`src/rtl/demux4_stream_pkg.sv`:
```
// demux4_stream_pkg: shared state encodings and sizes for the stream demux
package demux4_stream_pkg;
  localparam int NUM_OUT = 4;
  localparam int SEL_W = 2;
  typedef enum logic [1:0] {
    ST_EMPTY = 2'd0,
    ST_ONE   = 2'd1,
    ST_FULL  = 2'd2
  } state_t;
endpackage

```
`src/rtl/demux4_stream_dec.sv`:
```
// onehot_dec4: 2-bit index to 4-bit one-hot with enable
module onehot_dec4 (
  input  logic       en,
  input  logic [1:0] sel,
  output logic [3:0] y
);
  assign y = en ? 4'b0001 << sel : 4'b0000;
endmodule

```
`src/rtl/demux4_stream_mux2.sv`:
```
// mux2: parameterised 2-input select mux
module mux2 #(
  parameter int width = 32
) (
  input  logic             sel,
  input  logic [width-1:0] a,
  input  logic [width-1:0] b,
  output logic [width-1:0] y
);
  assign y = sel ? b : a;
endmodule

```
`src/rtl/demux4_stream.sv`:
```
// demux4_stream: 1-to-4 stream demux behind a 2-entry elastic buffer
module demux4_stream
  import demux4_stream_pkg::*;
#(
  parameter int width = 32
) (
  input  logic               clk,
  input  logic               reset,
  input  logic [width-1:0]   in_data,
  input  logic [SEL_W-1:0]   in_select,
  input  logic               in_valid,
  output logic               in_ready,
  output logic [width-1:0]   out_data,
  output logic [NUM_OUT-1:0] out_valid,
  input  logic [NUM_OUT-1:0] out_ready,
  output logic [1:0]         occupancy
);
  state_t state;
  logic wp, rp, push, pop, nonempty;
  logic [width+SEL_W-1:0] entry [2];
  logic [width+SEL_W-1:0] head;
  assign in_ready = state != ST_FULL;
  assign nonempty = state != ST_EMPTY;
  assign push = in_valid & in_ready;
  assign pop = |(out_valid & out_ready);
  assign occupancy = state;
  assign out_data = nonempty ? head[width+SEL_W-1:SEL_W] : '0;
  mux2 #(.width(width + SEL_W)) u_head (
    .sel(rp),
    .a  (entry[0]),
    .b  (entry[1]),
    .y  (head)
  );
  onehot_dec4 u_dec (
    .en (nonempty),
    .sel(head[SEL_W-1:0]),
    .y  (out_valid)
  );
  // buffer storage, pointers and occupancy state; head-of-line order is preserved
  always_ff @(posedge clk or posedge reset) begin
    if (reset) begin
      state    <= ST_EMPTY;
      wp       <= 1'b0;
      rp       <= 1'b0;
      entry[0] <= '0;
      entry[1] <= '0;
    end else begin
      if (push) entry[wp] <= {in_data, in_select};
      wp <= wp ^ push;
      rp <= rp ^ pop;
      case (state)
        ST_EMPTY: state <= push ? ST_ONE : ST_EMPTY;
        ST_ONE:   state <= (push & ~pop) ? ST_FULL : (~push & pop) ? ST_EMPTY : ST_ONE;
        ST_FULL:  state <= pop ? ST_ONE : ST_FULL;
        default:  state <= ST_EMPTY;
      endcase
    end
  end
endmodule

```
`config.mk`:
```
export PLATFORM = sky130hd
export DESIGN_NAME = demux4_stream
export DESIGN_NICKNAME = d
export VERILOG_FILES = /design/src/rtl/demux4_stream_pkg.sv /design/src/rtl/demux4_stream_dec.sv /design/src/rtl/demux4_stream_mux2.sv /design/src/rtl/demux4_stream.sv
export SDC_FILE = /design/constraint.sdc
export NUM_CORES = 1
export LEC_CHECK = 0
export ABC_AREA = 1
export CAP_MARGIN = 20
export CORE_MARGIN = 8
export CORE_UTILIZATION = 30
export CTS_BUF_LIST = sky130_fd_sc_hd__clkbuf_16
export DETAILED_ROUTE_END_ITERATION = 8
export DONT_BUFFER_PORTS = 1
export PLACE_DENSITY = 0.52
export SLEW_MARGIN = 20
export SYNTH_ARGS = -nofsm -noshare
export SYNTH_HDL_FRONTEND = slang
export SYNTH_HIERARCHICAL = 1
export SYNTH_SLANG_ARGS = --single-unit
```
`constraint.sdc`:
```
create_clock -name clk -period 3.3 [get_ports clk]
set_clock_uncertainty 0.2 [all_clocks]
set_input_delay 0.33 -clock clk [delete_from_list [all_inputs] [get_ports clk]]
set_output_delay 0.33 -clock clk [all_outputs]
set_load 0.05 [all_outputs]
```
# After elaboration in Yosys (flattened, before gate mapping)
# Index checks and enable logic that the tools add are counted.
# op_classes
magnitude_cmp,2
n_eq_ne,3
shifts,1
muxes,11
bitwise_logic,9
n_reduce_logical,4
# ops
operator,n
bitwise mux 68 bit,1
2-to-1 mux 34 bit,2
demux 34 bit (select 1 bit),1
2-to-1 mux 32 bit,1
case mux 2 bit (3 select lines),1
AND 4 bit,1
2-to-1 mux 2 bit,2
2-to-1 mux 4 bit,1
OR reduction 4 bit,1
"<< shifter 1 x 2 -> 4 bit, first input constant",1
AND 1 bit,3
"== test 2 x 1 -> 1 bit, second input constant",1
"== test 2 bit, second input constant",1
"greater-or-equal comparator 2 bit, second input constant",1
logical NOT 2 bit,1
"< comparator 2 x 1 -> 1 bit, second input constant",1
2-to-1 mux 1 bit,2
"inequality test 2 bit, second input constant",1
inverter 1 bit,2
inverter 1 -> 2 bit,1
nonzero test 2 bit,1
bitwise XOR 1 bit,2
logical AND 1 bit,1
# word_totals
regBits,72
input_bits,41
output_inout_bits,39

# Logic depth before layout (Yosys ltp)
# Gate-level depths: netlist (run 1).
# logic_depth
depth_word,9
ltp_mapped,13
depth_no_buf,12

# Cells and area by module
# Netlist (run 1), hierarchy kept.
# by_module_without_submodules
mod,instances,cells_per_inst,area_per_inst_um2,seq_area_each_um2
demux4_stream,1,245,3348.2,1801.7
mux2,1,110,494.2,0.0
onehot_dec4,1,8,30.0,0.0

# Worst setup path before layout (run 1)
# No wires, ideal clock.
# synth_timing
path_type,flip-flop to flip-flop
startpoint,register state[0] (netlist: occupancy[0])
endpoint,register state[0] (netlist: occupancy[0])
setup_ns,0.129
arrival_ns,2.523
t_required_ns,2.971
path_slack_ns,0.447
path_stages_with_launch,12
n_path_buf,1
cell_sequence,dfrtp_1 nor2_2 buf_4 inv_1 nand2_1 nor2_1 nand2_1 nand2_1 nor2_1 ha_1 nand3_1 nand3_1
# synth_via
elab_chain_cells,8
word_cells_on_any_way,18
# synth_rtl
item,line,rtl
"start, declared",demux4_stream.sv:18,state_t state;
"start signal, assigned",demux4_stream.sv:52,ST_EMPTY: state <= push ? ST_ONE : ST_EMPTY;
"start signal, assigned",demux4_stream.sv:53,ST_ONE: state <= (push & ~pop) ? ST_FULL : (~push & pop) ? ST_EMPTY : ST_ONE;
"start signal, assigned",demux4_stream.sv:54,ST_FULL: state <= pop ? ST_ONE : ST_FULL;
nonzero test 2 bit *,demux4_stream.sv:23,assign nonempty = state != ST_EMPTY;
net nonempty,demux4_stream.sv:19,"logic wp, rp, push, pop, nonempty;"
2-to-1 mux 4 bit *,demux4_stream_dec.sv:7,assign y = en ? 4'b0001 << sel : 4'b0000;
net out_valid[3],demux4_stream.sv:14,"output logic [NUM_OUT-1:0] out_valid,"
AND 4 bit *,demux4_stream.sv:25,assign pop = |(out_valid & out_ready);
OR reduction 4 bit *,demux4_stream.sv:25,
AND 1 bit or inverter 1 bit (tied branches),demux4_stream.sv:53,
2-to-1 mux 1 bit or AND 1 bit (tied branches),demux4_stream.sv:53,
2-to-1 mux 2 bit,demux4_stream.sv:53,
case mux 2 bit (3 select lines) *,demux4_stream.sv:51,case (state)
# The timed path passes the listed nets; every way through them passes the cells marked *.
# A chain may end at the register's enable or synchronous reset.

# Worst setup path after layout (run 1)
# layout_timing
startpoint,register rp
endpoint,output port out_data[19]
# layout_via
elab_chain_cells,2
# layout_rtl
item,line,rtl
"start, declared",demux4_stream.sv:19,
"start signal, assigned",demux4_stream.sv:50,rp <= rp ^ pop;
2-to-1 mux 34 bit,demux4_stream_mux2.sv:10,assign y = sel ? b : a;
net head[21],demux4_stream.sv:21,logic [width+SEL_W-1:0] head;
2-to-1 mux 32 bit,demux4_stream.sv:27,assign out_data = nonempty ? head[width+SEL_W-1:SEL_W] : '0;
"end, declared",demux4_stream.sv:13,"output logic [width-1:0] out_data,"
# The timed path passes the listed nets, and every way through them passes these cells.

==> results of run 1 <==
==> sequential cells by signal, indices dropped and copies added, names as in the netlist <==
signal and cells:
entry 68, rp 1, wp 1, occupancy 2
==> worst max-delay path by stage <==
stage | start | end | slack (ns) | depth (start not counted)
3_5_place_dp | occupancy[1] | entry[7] | 0.91 | 6
3_3_place_gp | occupancy[1] | entry[6] | 0.97 | 6
2_1_floorplan | occupancy[0] | occupancy[0] | 0.45 | 11
5_1_grt | rp | out_data[17] | 0.68 | 6
6_report | rp | out_data[19] | 0.86 | 6
4_1_cts | rp | out_data[22] | 0.80 | 6
==> routing by layer <==
layer / vias up / part of all wire
li1: 1265 / -
met1: 1272 / 0.47
met2: 75 / 0.46
met3: 9 / 0.066
met4: 0 / 0.0081
met5: - / 0
==> cell usage after synthesis <==
cell and count:
nand2_1 105, dfrtp_1 72, mux2_4 60, inv_1 41
nor2_1 39, nand2_2 10, mux2_2 8, buf_12 6
buf_6 6, buf_4 5, ha_1 3, nand3_1 3
buf_8 1, inv_8 1, nor2_2 1, o21ai_0 1
o21bai_1 1
==> cell families (layout without fill, tap and decap cells) <==
| group | count (synthesis) | in the layout | synth area share |
|---|---|---|---|
| buf+inv | 60 | 139 | 0.105 |
| fa+ha+maj | 3 | 3 | 0.00969 |
| flops | 72 | 72 | 0.465 |
| mux | 68 | 68 | 0.256 |
| simple gates | 158 | 158 | 0.161 |
| compound gates | 2 | 2 | 0.00323 |
==> layout make-up <==
type | instances | area (um2) | area share
Clock inverter | 7 | 31.3 | 0.00648
Inverter | 42 | 166 | 0.0345
Multi-Input combinational cell | 231 | 1680 | 0.347
Clock buffer | 9 | 225 | 0.0467
Sequential cell | 72 | 1800 | 0.374
Timing Repair Buffer | 81 | 711 | 0.147
Tap cell | 172 | 215 | 0.0446
==> per-stage QoR <==
step,std cells,hold slack (ns),util,instance area [um2],worst slack [ns]
2_1_floorplan,363,0.263,-,3870,0.447
3_3_place_gp,561,0.271,0.332,4190,0.974
3_5_place_dp,562,0.0718,0.334,4210,0.909
4_1_cts,614,0.0468,0.383,4830,0.800
5_1_grt,614,0.108,0.383,4830,0.683
6_report,614,0.0649,0.383,4830,0.859
==> worst register-to-register path: stages, from the launching register on <==
cell     delay, ns
dfrtp_1       0.59
inv_1         0.19
nor2_1        0.09
nor2_1        0.23
ha_2          0.24
buf_4         0.33
mux2_2        0.39
==> what timing repair did <==
action | in CTS | in global routing
hold buffers | 36 | 0
endpoints found under the hold margin | 96 | 0
setup endpoints to repair | 0 | 0
gates resized for setup | 0 | 0
==> reports/metrics.csv, run 1 <==
stage,metric,value,unit
layout,final_cell_mix,"nand2_1 (105), dfrtp_1 (71), mux2_4 (60), buf_4 (44), inv_1 (42)",
layout,mostFrequentLayoutCell,nand2_1,
layout,layout-drive-gt1-share,0.321,
clock_network,htreeDepth,3,
global_route,met3_usage,0.0452,
sta,slew_viol_final,0,
critical_path,cpMaxStageDelayCell,dfrtp_2,
layout,antenna_cells,0,
detailed_routing,drt-initial-drc-count,137,
worst_hold_path,hp-start,out_ready[0],
clock_network,cts_num_sinks,72,
clock_network,clockBufferDepth,2,
sta,setup_tns,0,ns
sta,layout_worst_path_cycle_share,0.740,
critical_path,r2r_start,occupancy[1],
floorplanning,dieWidth,130,um
worst_hold_path,hold_depth,4,
floorplanning,core_area,12600,um2
detailed_routing,wl_per_cell,14.4,um
critical_path,crit_fanout,21,
critical_path,timing_worst_setup_path_type,flop to output pin,
synth,ys_ff_latch,72,
global_route,met1_usage,0.143,
sta,max_slew_margin,0.621,
clock_network,clk_latency,0.33,ns
sta,rsz0062_at_grt,no,
critical_path,end_kind,output pin,
sta,hold_violations,0,
synth,yosysWarnings,6,
clock_network,root_buffer,clkbuf_16,
global_route,grt-ovfl-total,0,
global_route,grt_usage,0.115,
global_route,grt_pass1_vias,2845,
clock_network,cts_tree,done,
place,routabilityCongestion,0.701,
synth,synth_seq_area_share,0.465,
synth,ys_types,17,
run_status,status,finished clean,
critical_path,r2r_setup_slack,0.92,ns
synth,synthesis.area,3870,um2
global_route,grt_pass1_wl,14800,um
sta,post-route-min-period,2.44,ns
global_route,busiest_layer,met2,
synth,synth_cells,363,
global_route,antenna_found_initial,0,
critical_path,path_cells,buf_4 -> nand2_1 -> nand2_1 -> inv_1 -> nor2_1 -> buf_4,
sta,worst_pin_slew,0.568,ns
detailed_routing,firstDrtPassIters,4,
layout,fillCellCount,1308,
critical_path,rr_worst_depth,6,
global_route,met2_usage,0.178,
place,io_buffers,0,
critical_path,required,2.77,ns
critical_path,crit_family,flip-flops,
global_route,grt_max_degree,36,
detailed_routing,wl,8840,um
synth,synth.top_cell.area_share,0.465,
floorplanning,io_pins,80,
detailed_routing,drc,0,
clock_network,cts_buffers,9,
clock_network,post-cts-setup-buffers,0,
clock_network,cts.clk_slew.worst_paths,0.05,ns
floorplanning,start_util,0.307,
synth,syn_nets,407,
critical_path,cp_data_arrival_time,1.91,ns
sta,finalSetupViolCount,0,
critical_path,crit_buf_inv,3,
critical_path,startpoint_type,flop,
synth,ys_top_cells_by_area,"dfrtp_1 (47%), mux2_4 (23%), nand2_1 (10%), inv_1 (4.0%), nor2_1 (3.8%)",
sta,fmax,410,MHz
detailed_routing,vias_per_cell,4.27,
floorplanning,rows,41,
synth,synth_top_area_cell,dfrtp_1,
layout,final_nets,481,
critical_path,slowest_delay,0.69,ns
detailed_routing,antenna_left,0,
worst_hold_path,min_to,rp,
place,dp_hpwl,5870,um
flow_run,cap_violations,0,
worst_hold_path,hp-class,input pin to flop,
synth,syn_area_per_cell,10.7,um2
floorplanning,fp.dieH,130,um
layout,area_growth,24.7,%
floorplanning,die_area,16800,um2
critical_path,reg2reg_to,entry[7],
detailed_routing,vias,2621,
Power of run 1 is not shown: default switching activity piles up to over one toggle a cycle in this logic, so the estimate is an artifact.
==> inputs of run 2 (changes only) <==
--- a/config.mk
+++ b/config.mk
@@ -5,14 +5,14 @@
 export SDC_FILE = /design/constraint.sdc
 export NUM_CORES = 1
 export LEC_CHECK = 0
-export ABC_AREA = 1
+export ABC_AREA = 0
 export CAP_MARGIN = 20
 export CORE_MARGIN = 8
 export CORE_UTILIZATION = 30
 export CTS_BUF_LIST = sky130_fd_sc_hd__clkbuf_16
 export DETAILED_ROUTE_END_ITERATION = 8
 export DONT_BUFFER_PORTS = 1
-export PLACE_DENSITY = 0.52
+export PLACE_DENSITY = 0.53
 export SLEW_MARGIN = 20
 export SYNTH_ARGS = -nofsm -noshare
 export SYNTH_HDL_FRONTEND = slang
==> constraint.sdc (replaced) <==
create_clock -name clk -period 2 [get_ports clk]
set_clock_uncertainty 0.2 [all_clocks]
set_input_delay 0.2 -clock clk [delete_from_list [all_inputs] [get_ports clk]]
set_output_delay 0.2 -clock clk [all_outputs]
set_load 0.05 [all_outputs]
==> run 2 against run 1 <==
  * Final area is 1.9% higher
  * The flow now finishes with violations (setup timing)
  * Highest routed layer unchanged
  * Critical path type is now flop to flop
  * Synthesized cell count is 33% lower
  * Routed wire length is 12% lower
==> reports/metrics.csv, run 2 <==
stage,metric,value,unit,change
clock_network,cts_num_sinks,72,,unchanged
layout,final_cell_mix,"mux2_2 (70), dfrtp_1 (69), dlygate4sd3_1 (36), nor2b_1 (33), mux2_4 (32)",,
layout,area_growth,37.8,%,
layout,largest_register_ffs,68,,unchanged
sta,setup_slack,-0.256,ns,-1.12 ns
sta,post-route-min-period,2.26,ns,
place,io_buffers,0,,unchanged
detailed_routing,wl,7780,um,-12%
global_route,grt_pass1_vias,2420,,-15%
layout,mostFrequentLayoutCell,mux2_2,,
place,dp_hpwl,5310,um,-9.5%
place,dp_slack,-0.267,ns,-1.18 ns
critical_path,r2r_setup_slack,-0.26,ns,-1.18 ns
synth,ys_top_cells_by_area,"dfrtp_1 (50%), mux2_2 (23%), mux2_4 (13%), nor2b_1 (5.8%), buf_12 (1.7%)",,
sta,max_slew_margin,0.646,,+0.0250
sta,setup_tns,-3.66,ns,-3.66 ns
synth,ys.flop_type,dfrtp_1,,
worst_hold_path,hp-class,input pin to flop,,
floorplanning,die_area,15700,um2,-6.8%
run_status,violations,setup timing,,
layout,final_cells,483,,-21%
place,place_inst,427,,-24%
clock_network,root_buffer,clkbuf_16,,
global_route,antenna_found_initial,0,,unchanged
synth,synth.top_cell.area_share,0.505,,+0.0393
sta,rsz0062_at_grt,yes,,
floorplanning,io_pins,80,,unchanged
detailed_routing,drt-initial-drc-count,58,,-58%
layout,design_area,4920,um2,+1.9%
global_route,grt_usage,0.103,,-0.0117
detailed_routing,drc,0,,unchanged
synth,synth_cells,243,,-33%
clock_network,cts.clk_slew.worst_paths,0.06,ns,about the same
run_status,status,finished with violations,,
detailed_routing,vias_per_cell,4.54,,+6.4%
clock_network,htreeDepth,3,,unchanged
synth,async_flop_share,1.00,,unchanged
synth,ys_types,20,,+3
flow_run,cap_violations,0,,unchanged
critical_path,end_kind,flop,,
detailed_routing,antenna_left,0,,unchanged
floorplanning,dieWidth,125,um,-3.5%
layout,antenna_cells,0,,unchanged
detailed_routing,vias,2193,,-16%
layout,fillCellCount,1118,,-15%
global_route,grt_max_degree,34,,-5.6%
synth,synthesis.area,3570,um2,-7.8%
place,dpl_cell_area,4110,um2,-2.5%
layout,top_register,entry,,
critical_path,startpoint_type,flop,,
clock_network,clockBufferDepth,2,,unchanged
critical_path,required,2.00,ns,-0.77 ns
sta,slew_viol_final,0,,unchanged
layout,final_nets,376,,-22%
global_route,grt_pass1_wl,12500,um,-15%
synth,ys_ff_latch,72,,unchanged
synth,synth_common_cells,"dfrtp_1 (72), mux2_2 (72), nor2b_1 (33), mux2_4 (30), buf_2 (11)",,
floorplanning,rows,40,,-2.4%
synth,synth_top_area_cell,dfrtp_1,,
critical_path,cp_data_arrival_time,2.26,ns,+0.35 ns
clock_network,cts_tree,done,,
synth,syn_area_per_cell,14.7,um2,+38%
sta,fmax,443,MHz,
synth,synth-edff-count,0,,unchanged
clock_network,cts_buffers,9,,unchanged
floorplanning,start_util,0.302,,-0.00453
critical_path,timing_worst_setup_path_type,flop to flop,,
detailed_routing,wl_per_cell,16.1,um,+12%
floorplanning,core_area,11800,um2,-6.4%
synth,synth_seq_area_share,0.505,,+0.0393
clock_network,clk_latency,0.33,ns,about the same
detailed_routing,firstDrtPassIters,4,,unchanged
floorplanning,fp.dieH,125,um,-3.5%
sta,hold_violations,0,,unchanged
synth,syn_nets,287,,-29%
global_route,grt-ovfl-total,0,,unchanged
sta,layout_worst_path_cycle_share,1.13,,
layout,layout-drive-gt1-share,0.551,,+0.229
critical_path,crit_fanout,4,,-81%
synth,yosysWarnings,6,,unchanged
sta,worst_pin_slew,0.529,ns,-0.0386 ns
place,routabilityCongestion,0.675,,-3.6%
sta,finalSetupViolCount,37,,+37
## run 2: cell types whose count changed after synthesis, sizes merged, moves of 2 or more
cell   delta
nand2   -115
nor2     -39
inv      -37
mux2     +34
nor2b    +33
buf       -3
nand3     -3
a22o      +2
and3b     +2
## run 2: layer usage
layer  vias to the layer above  GRT usage  routed length [um]
met5                         -          0                   0
met4                         0     0.0537                 157
met3                        10     0.0438                 482
met2                        47      0.167                3960
met1                      1111      0.114                3180
li1                       1025          -                   -
## run 2: path summary, 6_finish.rpt
check | endpoint | cells after the start | startpoint
worst min-delay path | wp | 3 | in_valid
max in group asynchronous | entry[22] | 3 | reset
worst max register to register | occupancy[0] | 7 | rp
min in group asynchronous | entry[57] | 2 | reset
worst min register to register | entry[56] | 1 | entry[56]
worst max-delay path | occupancy[0] | 7 | rp
## run 2: final cells by class
class,count,area (um2),area share
multi-input cells,151,1680,0.342
clock buffers,9,225,0.0458
inverters,5,22.5,0.00458
clock inverters,6,51.3,0.0104
well taps,147,184,0.0374
repair buffers,93,951,0.193
flip-flops and latches,72,1810,0.367
## run 2: through the flow
stage          hold slack (ns)  utilization
5_1_grt                 0.0557        0.417
3_3_place_gp           -0.0712        0.348
2_1_floorplan            0.152            -
4_1_cts                 0.0797        0.404
6_report                0.0692        0.417
3_5_place_dp           -0.0611        0.348
## run 2: worst max-delay path: stages, from the launching register on
cell and delay (ns):
dfrtp_2 0.44, mux2_4 0.32, and3b_2 0.22, a22o_1 0.21
a221oi_4 0.22, ha_1 0.27, a22oi_1 0.15, o21ai_1 0.10
## run 2: kinds of logic after synthesis
logic type | count (synthesis) | synth area share
adders and majority gates | 3 | 0.0105
buffers and inverters | 20 | 0.0406
xor gates and xnor gates | 1 | 0.00245
DFF | 72 | 0.505
AOI/OAI and AO/OA | 5 | 0.0158
and+or+nand+nor | 40 | 0.0729
muxes | 102 | 0.353
## run 2: timing repair
| item | 4_1_cts | 5_1_grt |
|---|---|---|
| pin swaps | 2 | 1 |
| hold endpoints to repair | 120 | 0 |
| hold buffers | 36 | 0 |
| setup buffers | 2 | 2 |
| endpoints found under the setup margin | 36 | 69 |
| gates resized for setup | 4 | 26 |
| cloned | 0 | 1 |
Power of run 2 is left out for the same reason.
